**src/rtl/fp_mul_seq_if.sv**
```systemverilog
// Start/done request bus for the sequential IEEE-754 multiplier.
// The requester drives the operands and start; the multiplier returns status, result and flags.
interface fp_mul_seq_if #(
  parameter int EXP_W = 8,
  parameter int MAN_W = 23
);
  localparam int W = 1 + EXP_W + MAN_W;

  logic         start;
  logic [W-1:0] a;
  logic [W-1:0] b;
  logic         busy;
  logic         done;
  logic [W-1:0] result;
  logic         flag_ovf;
  logic         flag_unf;
  logic         flag_inv;

  modport master (
    output start, a, b,
    input  busy, done, result, flag_ovf, flag_unf, flag_inv
  );

  modport slave (
    input  start, a, b,
    output busy, done, result, flag_ovf, flag_unf, flag_inv
  );
endinterface

```
**src/rtl/fp_mul_seq.sv**
```systemverilog
// Multi-cycle IEEE-754 multiplier: M cycles of radix-2 shift-add, then one normalise/round cycle.
// done pulses MAN_W+2 edges after start is accepted; start is ignored while busy.
module fp_mul_seq #(
  parameter int EXP_W = 8,
  parameter int MAN_W = 23
) (
  input  logic          clk,
  input  logic          reset,
  fp_mul_seq_if.slave   bus
);
  localparam int W    = 1 + EXP_W + MAN_W;
  localparam int M    = MAN_W + 1;
  localparam int CW   = $clog2(M);
  localparam int BIAS = (1 << (EXP_W - 1)) - 1;
  localparam int EMAX = (1 << EXP_W) - 1;
  localparam logic signed [EXP_W+1:0] E_MAX  = (EXP_W+2)'(EMAX);
  localparam logic        [W-1:0]     QNAN   = {1'b0, {EXP_W{1'b1}}, 1'b1, {(MAN_W-1){1'b0}}};

  typedef enum logic [1:0] {IDLE, MUL, NORM} state_t;

  state_t           state_q, state_d;
  logic [W-1:0]     a_q, a_d, b_q, b_d;
  logic [M-1:0]     mplier_q, mplier_d;
  logic [2*M-1:0]   mcand_q, mcand_d;
  logic [2*M-1:0]   acc_q, acc_d;
  logic [CW-1:0]    cnt_q, cnt_d;
  logic [W-1:0]     res_q, res_d;
  logic             ovf_q, ovf_d, unf_q, unf_d, inv_q, inv_d, done_q, done_d;

  // Classification and rounding of the captured operands and finished product.
  logic [EXP_W-1:0]        exp_a, exp_b;
  logic                    zero_a, zero_b, inf_a, inf_b, nan_a, nan_b, sign;
  logic [MAN_W-1:0]        frac;
  logic                    guard, sticky, norm, rnd;
  logic [MAN_W:0]          frac_sum;
  logic signed [EXP_W+1:0] e;
  logic [W-1:0]            fin_res;
  logic                    fin_ovf, fin_unf, fin_inv;

  always_comb begin
    exp_a  = a_q[W-2:MAN_W];
    exp_b  = b_q[W-2:MAN_W];
    zero_a = (exp_a == '0);
    zero_b = (exp_b == '0);
    inf_a  = (&exp_a) && (a_q[MAN_W-1:0] == '0);
    inf_b  = (&exp_b) && (b_q[MAN_W-1:0] == '0);
    nan_a  = (&exp_a) && (a_q[MAN_W-1:0] != '0);
    nan_b  = (&exp_b) && (b_q[MAN_W-1:0] != '0);
    sign   = a_q[W-1] ^ b_q[W-1];

    norm = acc_q[2*M-1];
    if (norm) begin
      frac   = acc_q[2*M-2:M];
      guard  = acc_q[M-1];
      sticky = |acc_q[M-2:0];
    end else begin
      frac   = acc_q[2*M-3:M-1];
      guard  = acc_q[M-2];
      sticky = |acc_q[M-3:0];
    end
    rnd      = guard & (sticky | frac[0]);
    frac_sum = {1'b0, frac} + (MAN_W+1)'(rnd);
    e        = (EXP_W+2)'(exp_a) + (EXP_W+2)'(exp_b) - (EXP_W+2)'(BIAS)
             + (EXP_W+2)'(norm) + (EXP_W+2)'(frac_sum[MAN_W]);

    fin_ovf = 1'b0;
    fin_unf = 1'b0;
    fin_inv = 1'b0;
    if (nan_a || nan_b || (inf_a && zero_b) || (inf_b && zero_a)) begin
      fin_res = QNAN;
      fin_inv = 1'b1;
    end else if (inf_a || inf_b) begin
      fin_res = {sign, {EXP_W{1'b1}}, {MAN_W{1'b0}}};
    end else if (zero_a || zero_b) begin
      fin_res = {sign, {(W-1){1'b0}}};
    end else if (e >= E_MAX) begin
      fin_res = {sign, {EXP_W{1'b1}}, {MAN_W{1'b0}}};
      fin_ovf = 1'b1;
    end else if (e <= 0) begin
      fin_res = {sign, {(W-1){1'b0}}};
      fin_unf = 1'b1;
    end else begin
      fin_res = {sign, e[EXP_W-1:0], frac_sum[MAN_W-1:0]};
    end
  end

  always_comb begin
    state_d  = state_q;
    a_d      = a_q;
    b_d      = b_q;
    mplier_d = mplier_q;
    mcand_d  = mcand_q;
    acc_d    = acc_q;
    cnt_d    = cnt_q;
    res_d    = res_q;
    ovf_d    = ovf_q;
    unf_d    = unf_q;
    inv_d    = inv_q;
    done_d   = 1'b0;
    case (state_q)
      IDLE: begin
        if (bus.start) begin
          state_d  = MUL;
          a_d      = bus.a;
          b_d      = bus.b;
          mcand_d  = {{M{1'b0}}, 1'b1, bus.a[MAN_W-1:0]};
          mplier_d = {1'b1, bus.b[MAN_W-1:0]};
          acc_d    = '0;
          cnt_d    = '0;
        end
      end
      MUL: begin
        // Shifting the multiplicand each cycle is equivalent to adding it shifted by count.
        if (mplier_q[0]) acc_d = acc_q + mcand_q;
        mplier_d = mplier_q >> 1;
        mcand_d  = mcand_q << 1;
        cnt_d    = cnt_q + CW'(1);
        if (cnt_q == CW'(M - 1)) state_d = NORM;
      end
      NORM: begin
        state_d = IDLE;
        res_d   = fin_res;
        ovf_d   = fin_ovf;
        unf_d   = fin_unf;
        inv_d   = fin_inv;
        done_d  = 1'b1;
      end
      default: state_d = IDLE;
    endcase
  end

  always_ff @(posedge clk or negedge reset) begin
    if (!reset) state_q <= IDLE;
    else        state_q <= state_d;
  end

  always_ff @(posedge clk or negedge reset) begin
    if (!reset) begin
      a_q      <= '0;
      b_q      <= '0;
      mplier_q <= '0;
      mcand_q  <= '0;
      acc_q    <= '0;
      cnt_q    <= '0;
      res_q    <= '0;
      ovf_q    <= 1'b0;
      unf_q    <= 1'b0;
      inv_q    <= 1'b0;
      done_q   <= 1'b0;
    end else begin
      a_q      <= a_d;
      b_q      <= b_d;
      mplier_q <= mplier_d;
      mcand_q  <= mcand_d;
      acc_q    <= acc_d;
      cnt_q    <= cnt_d;
      res_q    <= res_d;
      ovf_q    <= ovf_d;
      unf_q    <= unf_d;
      inv_q    <= inv_d;
      done_q   <= done_d;
    end
  end

  assign bus.busy     = (state_q != IDLE);
  assign bus.done     = done_q;
  assign bus.result   = res_q;
  assign bus.flag_ovf = ovf_q;
  assign bus.flag_unf = unf_q;
  assign bus.flag_inv = inv_q;
endmodule

```
**src/flat_wrapper.sv**
```systemverilog
// flat-port wrapper written by rule: the top's interface ports become plain ports
module fp_mul_seq_flat 
#(
  parameter int EXP_W = 8,
  parameter int MAN_W = 23
)
  (clk, reset, bus_start, bus_a, bus_b, bus_busy, bus_done, bus_result, bus_flag_ovf, bus_flag_unf, bus_flag_inv);
  fp_mul_seq_if #(.EXP_W(EXP_W), .MAN_W(MAN_W)) bus_i ();
  input  logic clk;
  input  logic reset;
  input wire logic [$bits(bus_i.start)-1:0] bus_start;
  input wire logic [$bits(bus_i.a)-1:0] bus_a;
  input wire logic [$bits(bus_i.b)-1:0] bus_b;
  output wire logic [$bits(bus_i.busy)-1:0] bus_busy;
  output wire logic [$bits(bus_i.done)-1:0] bus_done;
  output wire logic [$bits(bus_i.result)-1:0] bus_result;
  output wire logic [$bits(bus_i.flag_ovf)-1:0] bus_flag_ovf;
  output wire logic [$bits(bus_i.flag_unf)-1:0] bus_flag_unf;
  output wire logic [$bits(bus_i.flag_inv)-1:0] bus_flag_inv;
  assign bus_i.start = bus_start;
  assign bus_i.a = bus_a;
  assign bus_i.b = bus_b;
  assign bus_busy = bus_i.busy;
  assign bus_done = bus_i.done;
  assign bus_result = bus_i.result;
  assign bus_flag_ovf = bus_i.flag_ovf;
  assign bus_flag_unf = bus_i.flag_unf;
  assign bus_flag_inv = bus_i.flag_inv;
  fp_mul_seq #(.EXP_W(EXP_W), .MAN_W(MAN_W)) u_core (.clk(clk), .reset(reset), .bus(bus_i));
endmodule
```
**config.mk**
```make
export PLATFORM = sky130hd
export DESIGN_NAME = fp_mul_seq_flat
export DESIGN_NICKNAME = d
export VERILOG_FILES = /design/src/rtl/fp_mul_seq_if.sv /design/src/rtl/fp_mul_seq.sv /design/src/flat_wrapper.sv
export SDC_FILE = /design/constraint.sdc
export NUM_CORES = 1
export LEC_CHECK = 0
export BUFFER_PORTS_ARGS = -buffer_cell sky130_fd_sc_hd__buf_2
export CORE_MARGIN = 1.5
export CORE_UTILIZATION = 48
export CTS_CLUSTER_SIZE = 16
export DETAILED_ROUTE_END_ITERATION = 8
export PLACE_DENSITY = 0.66
export SYNTH_ARGS = -nofsm -noshare
export SYNTH_HDL_FRONTEND = slang
export SYNTH_SLANG_ARGS = --single-unit
```
**constraint.sdc**
```tcl
create_clock -name clk -period 5.2 [get_ports clk]
set_input_delay 1.04 -clock clk [delete_from_list [all_inputs] [get_ports clk]]
set_output_delay 1.04 -clock clk [all_outputs]
set_load 0.1 [all_outputs]
```
**Word-level counts from Yosys, hierarchy flattened**

Cells that the tools add are included.

- Flip-flop bits (word level): 227
- Output and inout port bits: 37
- Word-level logic and storage cells: 89
- Input bits: 67

- Bitwise logic cells: 3
- Magnitude comparators: 2
- Equal/unequal tests: 6
- Reduce and logical (&&, ||, !) cells: 28
- Mux-type cells: 31
- $add $sub $neg: 7

Operators by type and width:

| cell | count |
|---|---|
| $pmux 48 s2 | 2 |
| $mux 48 | 3 |
| $mux 31 | 4 |
| $add 48x48->48 | 1 |
| $pmux 24 s2 | 1 |
| $logic_not 23->1 | 2 |
| $reduce_bool 23->1 | 2 |
| $mux 32 | 1 |
| $add 23x1->24 | 1 |
| $mux 24 | 1 |
| $mux 23 | 1 |
| $reduce_or 23->1 | 1 |
| $reduce_or 22->1 | 1 |
| $add 10x1->10 | 2 |
| $logic_not 8->1 | 2 |
| $reduce_and 8->1 | 2 |
| $mux 1 | 13 |
| $ge 10x9->1 const B | 1 |
| $le 10x1->1 const B | 1 |
| $pmux 5 s2 | 1 |
| $sub 10x7->10 const B | 1 |
| $add 8x8->9 | 1 |
| $logic_and 1x1->1 | 6 |
| $reduce_and 2->1 | 3 |
| other kinds (16) | 23 |

**Depth between registers and ports, before layout**

- Depth after elaboration: 12
- Depth in mapped cells: 22
- Mapped depth without buffers: 19

**Least setup slack after synthesis**

OpenSTA, ideal clock, no wires.

- Path type: register to register
- From: register u_core.acc_q[47]
- To: register u_core.res_q[10], in the netlist u_core.bus.result[10]
- Stages on the path, launching flop included: 21
- Clock period less this slack: 4693 ps
- Buffers on the path: 2
- Slack: 507 ps
- Data required time: 5078 ps
- Arrival: 4571 ps
- Library setup time: 122 ps
- Path through: dfrtp_1 > buf_2 > nand2b_1 > a211oi_1 > and2_1 > and4_1 > nand4_1 > nor4_2 > nand4_1 > nor3_1 > ha_1 > a21oi_1 > and2b_1 > and4_1 > nand4bb_2 > or4b_4 > a211oi_2 > nor2b_2 > nor3b_4 > buf_6 > a22o_1

- Longest elaborated chain between the ends: 11
- Elaborated cells on any way between the ends: 15
- Classes of those cells: add/sub (3); order compare (2); mux (8); bitwise (2)

RTL lines:

| what | RTL line | source |
|---|---|---|
| start, declared | fp_mul_seq.sv:25 | `logic [2*M-1:0] acc_q, acc_d;` |
| start signal, assigned | fp_mul_seq.sv:143 | `acc_q <= '0;` |
| start signal, assigned | fp_mul_seq.sv:155 | `acc_q <= acc_d;` |
| $mux 1 / $mux 23 (equally long branches) | fp_mul_seq.sv:52 | `if (norm) begin` |
| $or 1x1->1 | fp_mul_seq.sv:61 | `rnd = guard & (sticky \| frac[0]);` |
| $and 1x1->1 | fp_mul_seq.sv:61 |  |
| $add 23x1->24 | fp_mul_seq.sv:62 | `frac_sum = {1'b0, frac} + (MAN_W+1)'(rnd);` |
| $add 10x1->10 | fp_mul_seq.sv:64 | `+ (EXP_W+2)'(norm) + (EXP_W+2)'(frac_sum[MAN_W]);` |
| $le 10x1->1 | fp_mul_seq.sv:79 | `end else if (e <= 0) begin` |
| $mux 31 | fp_mul_seq.sv:79 |  |
| $mux 31 * | fp_mul_seq.sv:76 | `end else if (e >= E_MAX) begin` |
| $mux 31 * | fp_mul_seq.sv:74 | `end else if (zero_a \|\| zero_b) begin` |
| $mux 31 * | fp_mul_seq.sv:72 | `end else if (inf_a \|\| inf_b) begin` |
| $mux 32 * | fp_mul_seq.sv:69 | `if (nan_a \|\| nan_b \|\| (inf_a && zero_b) \|\| (inf_b && zero_a)) begin` |
| end signal, assigned | fp_mul_seq.sv:157 | `res_q <= res_d;` |
| end, declared | fp_mul_seq.sv:27 | `logic [W-1:0] res_q, res_d;` |

Mark *: on every way between the ends. The rest lies on a longest branch, timed or not.
A chain may end at the register's enable or synchronous reset.

**Final worst setup path**

- From: register u_core.acc_q[23]
- To: register u_core.res_q[0], in the netlist u_core.bus.result[0]

- Longest elaborated chain between the ends: 11
- Elaborated cells on any way between the ends: 13
- Classes of those cells: add/sub (2); order compare (2); mux (7); bitwise (2)

RTL lines:

| what | RTL line |
|---|---|
| $mux 23 | fp_mul_seq.sv:52 |
| $or 1x1->1 | fp_mul_seq.sv:61 |
| $and 1x1->1 | fp_mul_seq.sv:61 |
| $add 23x1->24 * | fp_mul_seq.sv:62 |
| $add 10x1->10 | fp_mul_seq.sv:64 |
| $le 10x1->1 | fp_mul_seq.sv:79 |
| $mux 31 | fp_mul_seq.sv:79 |
| $mux 31 * | fp_mul_seq.sv:76 |
| $mux 31 * | fp_mul_seq.sv:74 |
| $mux 31 * | fp_mul_seq.sv:72 |
| $mux 32 * | fp_mul_seq.sv:69 |

Marked as above.

==> impl_metrics.ini <==
[outcome]
outcome = complete, no violations

[logic_synthesis]
synth_seq_cells = 227
yosys_warnings = 0
synth_cells = 1513
syn_area_per_cell_um2 = 8.63
synth_edf_count = 0
ys_seq_area_share_pct = 43.5
synth_cell_type_count = 74
syn-num-nets = 1645
synthesis.area_mm2 = 0.0131
async_flop_share_pct = 100
synth-main-ff-cell = dfrtp_1

[floorplan]
start_util_pct = 48.7
core-area_mm2 = 0.0268
die_h_um = 168
rows = 60
design.die.area_mm2 = 0.0282
num_io_pins = 104
fp.dieW_um = 168

[sta]
hold_viol = 0
setup_tns_ns = 0
slew_violations = 0
period_minus_slack_ns = 4.83
max_freq_mhz = 207
min_period_over_period_pct = 92.9
clock_skew_ns = 0.00929
rsz0062_at_grt = no
layout_setup_ws_ns = 0.369
worst_slew_pin_slew_ns = 1.21
hold_ws_ns = 0.472
final-setup-viol-count = 0
relSlewSlack_pct = 19.2

[clocking]
clock_latency_ns = 0.53
cts_root_buf = clkbuf_16
clk_pin_slew_ns = 0.06
cts_made_buffers = 26
htreeDepth = 1
cts_buffer_depth = 3
cts_tree = done
cts.sinks = 227

[job]
maxCapViolCount = 0

[global_routing]
grt_pass1_vias = 10085
grt.total_usage_pct = 22.2
grt_max_degree = 149
grt_first_pass_wirelength_um = 51800
grt_antenna_before_repair = 0
gr-total-overflow = 0

[route]
wl_per_cell_um = 15.9
vias_per_cell = 5.56
drc_errors = 0
firstDrtPassIters = 5
ant_nets = 0
wl_um = 30800
vias = 10786
dr.first_iter.drc_count = 844

[final_layout]
fin_area_mm2 = 0.0148
multiInputGateArea_mm2 = 0.00703
final_nets = 1713
syn2layout_area_growth_pct = 12.9
fillerInstances = 2452
regArea_mm2 = 0.00568
diodes = 0
layout-drive-gt1-share_pct = 12.3

[critical_path]
arrival_ns = 5.25
crit_required_ns = 5.62
path_max_fanout = 11
start_kind = flop
critical_path.endpoint_type = flop
worst-setup-path-type = reg -> reg
ff2ff_setup_slack_ns = 0.37

[place]
routabilityCongestion = 0.855
io_buffers = 103
pre_cts_ws_ns = -0.129
dpl.hpwl_um = 21400
place_area_mm2 = 0.0138

[power_and_ir_drop]
power_density_mw_per_mm2 = 661
vdd_ir_drop_max_mv = 0.293
p_leak_nw = 7.11

[worst_hold_path]
hold_path_class = reg -> reg
## final cells by class
cell class | count | share of cell area [%]
Clock inverter | 6 | 0.492
Tap cell | 341 | 2.89
Multi-Input combinational cell | 1179 | 47.6
Inverter | 26 | 0.662
Clock buffer | 39 | 5.08
Sequential cell | 227 | 38.5
Timing Repair Buffer | 121 | 4.73
## layer usage
metal | up-vias | share of wire [%] | track usage [%]
met1 | 5133 | 50 | 33.3
met3 | 40 | 4.2 | 2.66
met4 | 0 | 1.9 | 4.74
li1 | 5380 | - | -
met5 | - | 0 | 0
met2 | 233 | 44 | 34.5
## cells in the mapped netlist (all sizes together) (4+ instances only)
library cell | count | share of area, %
a31o | 4 | 0.27
a22oi | 26 | 1.5
or3 | 7 | 0.34
ha | 62 | 5.9
nand2 | 443 | 13
and3 | 10 | 0.48
nor4 | 22 | 1.1
a21oi | 65 | 2.6
a21o | 26 | 1.5
clkbuf | 63 | 1.8
xor2 | 39 | 2.6
mux2i | 9 | 0.69
or2 | 5 | 0.24
a221o | 5 | 0.38
a31oi | 11 | 0.53
a211oi | 9 | 0.56
nand3 | 39 | 1.5
xnor2 | 49 | 3.5
nand4 | 23 | 1.1
o21ai | 114 | 4.4
o21bai | 8 | 0.46
dfrtp | 227 | 43
and2 | 9 | 0.45
buf | 19 | 0.73
nor3 | 15 | 0.57
nor2 | 58 | 1.7
mux2 | 5 | 0.43
o21a | 14 | 0.80
a22o | 28 | 2.0
nor2b | 12 | 0.59
o2111ai | 4 | 0.27
o211ai | 5 | 0.29
inv | 26 | 0.75
a21boi | 8 | 0.46
nand2b | 8 | 0.38
## sequential cells by signal, indices dropped and copies added, names as in the netlist, 2 cells and up
name / flops
u_core.b_q: 32
u_core.bus.result: 32
u_core.acc_q: 48
u_core.mplier_q: 24
u_core.state_q: 2
u_core.cnt_q: 5
u_core.mcand_q: 48
u_core.a_q: 32
## through the flow
step / utilization (%) / total power [mW] / cells
after detailed placement: 51.7 / 7.93 / 1891
final: 55.0 / 9.76 / 1939
after CTS: 54.9 / 9.77 / 1938
after global routing: 55.0 / 10.6 / 1939
after floorplan: - / 6.80 / 1513
after global placement: 51.7 / 7.82 / 1891
## critical path, stage by stage, from the launching register on
cell       delay [ns]
dfrtp_1          0.47
nand3_1          0.15
a211oi_2         0.26
and2_1           0.18
and4_1           0.27
nand4_1          0.19
nor4_4           0.27
nand4_1          0.18
nor3_1           0.22
ha_1             0.22
a21oi_1          0.07
and2b_1          0.25
and4_1           0.30
nand4bb_2        0.17
or4b_4           0.55
a211oi_4         0.32
nor2b_4          0.11
nor3b_4          0.17
buf_12           0.16
a22o_2           0.20
## cell usage in the layout, fill, tap and decap left out, types with 9 or more instances in the layout
cell       netlist  routed
a22o_1          26      26
buf_4            0      15
a21oi_1         64      64
mux2i_1          9       9
nand2_1        443     442
o21a_1          14      14
nor4_1          21      21
inv_1           26      26
nor3_1          15      15
o21ai_0        106     106
xor2_1          39      39
and3_1          10      10
dfrtp_1        227     227
ha_1            62      62
buf_2            7     102
clkbuf_16        0      26
a21o_1          26      26
nor2b_1         11      10
a31oi_1         11      11
nor2_1          58      56
nand3_1         39      39
nand4_1         23      23
a22oi_1         26      26
xnor2_1         46      46
## cell families (layout without fill, tap and decap cells)
group	count (synthesis)	in the layout	share of synthesized area [%]
XOR/XNOR	88	88	6.16
AO/OA/AOI/OAI	345	345	17.2
buffers and inverters	108	192	3.29
adder cells (fa/ha/maj)	65	65	6.40
AND/OR/NAND/NOR	666	667	22.3
multiplexers	14	14	1.12
flip-flops	227	227	43.5
## timing repair
action	4_1_cts	5_1_grt
resized for setup	1	4
pin swaps	0	1
hold buffers	0	0
buffers inserted	1	1
setup endpoints to repair	22	27
cloned	1	0
## report_power, final
part           switching [mW]  total [mW]  internal (mW)
clock network           0.724        1.76           1.04
logic                    3.00        4.90           1.90
registers               0.625        3.10           2.47
total                    4.35        9.76           5.41
## path summary, 6_finish.rpt
kind | start | to | cells past startpoint
worst max-delay path | u_core.acc_q[23] | u_core.bus.result[0] | 19
worst max register to register | u_core.acc_q[23] | u_core.bus.result[0] | 19
worst min register to register | u_core.b_q[1] | u_core.b_q[1] | 2
max in group asynchronous | reset | u_core.mcand_q[13] | 2
min in group asynchronous | reset | u_core.b_q[30] | 1
worst min-delay path | u_core.b_q[1] | u_core.b_q[1] | 2
Note: power is estimated with default switching activity, not from simulation.
